[src/rtl/ahb_ram_bridge.sv]
// AHB-Lite slave bridging onto a single-port synchronous SRAM macro (EN/WE/A/Di/Do).
// Define RAM_BRIDGE_ERR_EN to enable ERROR responses for oversized or misaligned transfers.
module ahb_ram_bridge #(
  parameter int unsigned AW = 12
) (
  input  logic          CLK,
  input  logic          RST,
  input  logic          HSEL,
  input  logic [31:0]   HADDR,
  input  logic [1:0]    HTRANS,
  input  logic          HWRITE,
  input  logic [2:0]    HSIZE,
  input  logic [31:0]   HWDATA,
  input  logic          HREADY,
  output logic          HREADYOUT,
  output logic          HRESP,
  output logic [31:0]   HRDATA,
  output logic          RAM_EN,
  output logic [3:0]    RAM_WE,
  output logic [AW-1:0] RAM_A,
  output logic [31:0]   RAM_Di,
  input  logic [31:0]   RAM_Do
);

`ifdef RAM_BRIDGE_ERR_EN
  typedef enum logic [2:0] {S_IDLE, S_WR, S_RD, S_RD_STALL, S_ERR1, S_ERR2} state_t;
`else
  typedef enum logic [1:0] {S_IDLE, S_WR, S_RD, S_RD_STALL} state_t;
`endif

  state_t          state_q, state_d;
  logic [AW-1:0]   addr_q, addr_d;
  logic [3:0]      mask_q, mask_d;

  logic            accept;
  logic            bad;
  logic            rd_issue;
  logic [3:0]      lane_mask;
  logic            unused_bits;

  assign unused_bits = ^{HADDR[31:AW+2], HTRANS[0]};

  always_comb begin
    accept = HSEL & HREADY & HTRANS[1];
    case (HSIZE)
      3'd0:    lane_mask = 4'b0001 << HADDR[1:0];
      3'd1:    lane_mask = HADDR[1] ? 4'b1100 : 4'b0011;
      default: lane_mask = 4'b1111;
    endcase
`ifdef RAM_BRIDGE_ERR_EN
    bad = (HSIZE > 3'd2) || ((HSIZE == 3'd1) && HADDR[0]) ||
          ((HSIZE == 3'd2) && (HADDR[1:0] != 2'b00));
`else
    bad = 1'b0;
`endif
    // A read accepted during a write data phase is deferred to RD_STALL so the write lands first.
    rd_issue = accept && !HWRITE && !bad && (state_q != S_WR);
  end

  always_comb begin
    state_d = state_q;
    addr_d  = addr_q;
    mask_d  = mask_q;
    if (accept && !bad && HWRITE) begin
      state_d = S_WR;
      addr_d  = HADDR[AW+1:2];
      mask_d  = lane_mask;
    end else if (accept && !bad && state_q == S_WR) begin
      state_d = S_RD_STALL;
      addr_d  = HADDR[AW+1:2];
    end else if (accept && !bad) begin
      state_d = S_RD;
`ifdef RAM_BRIDGE_ERR_EN
    end else if (accept) begin
      state_d = S_ERR1;
`endif
    end else begin
      case (state_q)
        S_RD_STALL: state_d = S_RD;
`ifdef RAM_BRIDGE_ERR_EN
        S_ERR1:     state_d = S_ERR2;
`endif
        default:    state_d = S_IDLE;
      endcase
    end
  end

  always_ff @(posedge CLK) begin
    if (RST) begin
      state_q <= S_IDLE;
      addr_q  <= '0;
      mask_q  <= '0;
    end else begin
      state_q <= state_d;
      addr_q  <= addr_d;
      mask_q  <= mask_d;
    end
  end

  always_comb begin
    RAM_EN = 1'b0;
    RAM_WE = '0;
    RAM_A  = '0;
    RAM_Di = '0;
    if (state_q == S_WR) begin
      RAM_EN = 1'b1;
      RAM_WE = mask_q;
      RAM_A  = addr_q;
      RAM_Di = HWDATA;
    end else if (state_q == S_RD_STALL) begin
      RAM_EN = 1'b1;
      RAM_A  = addr_q;
    end else if (rd_issue) begin
      RAM_EN = 1'b1;
      RAM_A  = HADDR[AW+1:2];
    end
    if (RST) begin
      RAM_EN = 1'b0;
      RAM_WE = '0;
    end
  end

`ifdef RAM_BRIDGE_ERR_EN
  assign HREADYOUT = !((state_q == S_RD_STALL) || (state_q == S_ERR1));
  assign HRESP     = (state_q == S_ERR1) || (state_q == S_ERR2);
`else
  assign HREADYOUT = (state_q != S_RD_STALL);
  assign HRESP     = 1'b0;
`endif
  assign HRDATA = RAM_Do;

endmodule

[config.mk]
export PLATFORM = sky130hd
export DESIGN_NAME = ahb_ram_bridge
export DESIGN_NICKNAME = d
export VERILOG_FILES = /design/src/rtl/ahb_ram_bridge.sv
export SDC_FILE = /design/constraint.sdc
export NUM_CORES = 1
export LEC_CHECK = 0
export ABC_AREA = 0
export CORE_MARGIN = 5
export CORE_UTILIZATION = 23
export DETAILED_ROUTE_END_ITERATION = 8
export PLACE_DENSITY = 0.77
export SLEW_MARGIN = 15
export SYNTH_ARGS = -nofsm -noshare
export SYNTH_HDL_FRONTEND = slang
export SYNTH_SLANG_ARGS = --single-unit
export TNS_END_PERCENT = 1
[constraint.sdc]
create_clock -name CLK -period 1.35 [get_ports CLK]
set_input_delay 0.405 -clock CLK [delete_from_list [all_inputs] [get_ports CLK]]
set_output_delay 0.405 -clock CLK [all_outputs]
set_load 0.1 [all_outputs]
==> summary.txt, run 1 <==
Outcome
  • Outcome: finished, violations left
  • Failing checks: setup timing

Route
  • Initial DRC count: 34
  • Routed Wire Length: 4.74 mm
  • DRC Markers: 0
  • Final ANT Viol Nets: 0
  • WL/cell: 14.1 um
  • DR pass1 iterations: 4
  • Via count: 1459
  • Vias per inst: 4.34

Clock tree
  • Max clock buf depth: 2
  • Worst-skew pair later-pin latency: 250 ps
  • Clk root buf: clkbuf_8
  • CTS sink cnt: 18
  • Clock transition at path regs: 70 ps
  • H-tree levels: 1
  • Cts bufs inserted: 3
  • CTS tree: yes
  • Hold_buf cts: 0
  • Post-CTS Setup Inserts: 0

Final layout
  • Most frequent cells in the layout: buf_12, clkdlybuf4s50_1, and2_2, nand2b_1, dfxtp_1
  • Area Overhead vs Synth: 124%
  • Share of layout cells above drive strength 1: 52.9%
  • Post-route insts no fill: 336
  • Commonest non-fill, non-tap cell in the layout: buf_12
  • Finished layout cell area: 3280 sq um
  • Util after Layout: 52.2%
  • Nets: 366
  • Antenna diode count: 0

STA
  • Setup violations, final: 62
  • RSZ-0062 raised after global routing: true
  • Clock Skew: 2.21 ps
  • Tcrit/Tclk final: 127%
  • Fmax: 582 MHz
  • Worst setup margin: -369 ps
  • Final hold vios: 0
  • Min Clock Period, post-route: 1720 ps
  • Pins over their slew limit: 0

Hold path
  • Worst Hold Launch: addr_q[2]$_SDFFE_PP0P_
  • Class of the worst hold path: register to register
  • Hold path depth: 2
  • WHS Endpoint: addr_q[2]$_SDFFE_PP0P_

Place
  • Post-DP HPWL: 3.83 mm
  • Dpl cells: 331
  • Final Wtd Congestion: 0.785
  • Worst slack, placed: -763 ps
  • Number of port buffers: 104
  • DP Area: 3070 sq um

Setup path
  • Worst path cell trace: inv_2 > nor2_4 > buf_12 > and2_2 > buf_12
  • Most frequent CP cell: buf_12
  • Reg-to-reg setup timing slack: -60 ps
  • Startpoint types: register
  • WP data arrival: 1310 ps
  • Worst path bufs/invs: 3
  • Req. time, crit path: 950 ps
  • CP Capture Type: output port
  • Reg2reg end: addr_q[11]$_SDFFE_PP0P_
  • CP Depth: 5
  • Worst r2r src: state_q[0]$_SDFF_PP0_
  • Delay-heaviest family, CP: flip-flops
  • Crit-path slowest cell: dfxtp_4
  • Crit path kind: register to output port
  • Reg2Reg Depth: 6
  • Crit path largest cell delay: 380 ps
  • Critical path fanouts, max: 32

Pwr
  • Clk pwr share: 29.2%
  • Share of power burned in registers: 35.5%
  • P_int: 1.09 mW
  • Net Sw Power: 0.464 mW
  • Max IR drop VDD: 0.000357 V
  • LEAKAGE: 1.34 nW
  • Logic gate share of total power: 35.3%
  • Power per cell area: 474 nW/um^2
  • Switching share of power: 29.9%

Floorplanning
  • Die H: 89.7 um
  • Initial core utilization: 23.3%
  • Die area: 8050 sq um
  • Core box area: 6280 sq um
  • IO Count: 189
  • Row cnt: 29
  • Die width: 89.7 um

Synthesis
  • Mapped cell area: 1460 sq um
  • Synth area leaders: dfxtp_1, buf_4, and2_1
  • Avg Synthesized Cell Area: 8.40 sq um
  • Unique cell type count in the Yosys netlist: 27
  • Mapped Nets: 280
  • Post-Syn Instances: 174
  • Register area share after synthesis: 24.7%
  • Area share of the largest cell type after synthesis: 24.7%
  • Yosys warnings: 0
  • Post-synth top area cell: dfxtp_1
  • FF+latch count, synth: 18

Global route
  • Largest net degree at the start of global routing: 33
  • First-pass GRT wire length: 7.63 mm
  • Gr ovfl total: 0
  • Initial antenna violation count: 0
  • GR Util All Layers: 11.2%
  • Number of global-route vias before repair: 1503

Run
  • Max-Cap Viols: 0
[Yosys cell counts (all sizes together)]
| cell type | number |
|---|---|
| nand2 | 2 |
| conb | 1 |
| a22o | 12 |
| nand2b | 28 |
| nor2b | 1 |
| o21ai | 1 |
| nand3 | 2 |
| dfxtp | 18 |
| a21oi | 3 |
| buf | 38 |
| nand4 | 1 |
| clkbuf | 5 |
| mux2i | 12 |
| and2 | 32 |
| o21bai | 1 |
| nor2 | 1 |
| inv | 6 |
| nor3 | 6 |
| a221oi | 4 |
[how the worst max path moves through the flow]
| stage | startpoint | end | slack [ps] |
|---|---|---|---|
| 2_1_floorplan | RST | RAM_WE[0] | -540 |
| 6_report | state_q[0]$_SDFF_PP0_ | RAM_Di[28] | -370 |
| 4_1_cts | state_q[0]$_SDFF_PP0_ | RAM_A[11] | -440 |
| 3_3_place_gp | HTRANS[1] | RAM_A[0] | -740 |
| 5_1_grt | state_q[0]$_SDFF_PP0_ | RAM_Di[28] | -440 |
| 3_5_place_dp | HTRANS[1] | RAM_A[0] | -760 |
[cell families after synthesis]
kind of cell    share of synthesized area [%]
compound gates                           12.2
buf+inv                                  23.4
flops                                    24.7
mux                                      8.22
other cells                             0.257
simple gates                             31.2
[metrics by stage]
stage	power, mW	setup TNS [ps]	hold WS, ps
after floorplan	1.26	-20420	448
after global placement	1.08	-25910	459
after detailed placement	1.09	-27710	472
after CTS	1.56	-20210	483
after global routing	1.62	-21740	508
final	1.55	-17800	491
[sequential cells by signal, summed over array words and instances, names as in the netlist]
name and count:
mask_q 4, addr_q 12, state_q 2
[worst min-delay path: stages (launching register included)]
cell and delay, ps:
dfxtp_1 320, nand2b_1 70, mux2i_1 60
[power groups by stage]
stage	combinational, mW	sequential [mW]	clock (mW)
6_report	0.548	0.551	0.453
5_1_grt	0.575	0.552	0.497
4_1_cts	0.539	0.550	0.477
3_5_place_dp	0.524	0.563	0
3_3_place_gp	0.518	0.562	0
2_1_floorplan	0.701	0.561	0
[final cells by class]
type	instances	area, sq um
inverters	6	25.0
clock buffers	4	55.1
flip-flops and latches	18	365
multi-input cells	107	993
repair buffers	124	1740
well taps	77	96.3
fillers	513	3000
[repair_timing]
action,4_1_cts,5_1_grt
resized for setup,37,14
setup endpoints to repair,67,63
pin swaps,9,8
hold endpoints to repair,0,0
cloned,1,0
[routing by layer]
layer / up-vias / track usage, % / routed length, um
li1: 716 / - / -
met1: 672 / 12.4 / 1770
met2: 53 / 20.2 / 2540
met3: 18 / 3.26 / 352
met4: 0 / 3.78 / 73
met5: - / 0 / 0
No activity file was read; power rests on OpenSTA's default activity.
==> inputs of run 2 (changes only) <==
--- a/config.mk
+++ b/config.mk
@@ -8,6 +8,7 @@
 export ABC_AREA = 0
 export CORE_MARGIN = 5
 export CORE_UTILIZATION = 23
+export CTS_CLUSTER_SIZE = 8
 export DETAILED_ROUTE_END_ITERATION = 8
 export PLACE_DENSITY = 0.77
 export SLEW_MARGIN = 15
==> results of run 2 <==
The final DEF is identical to that of run 1; final timing and power are the same.
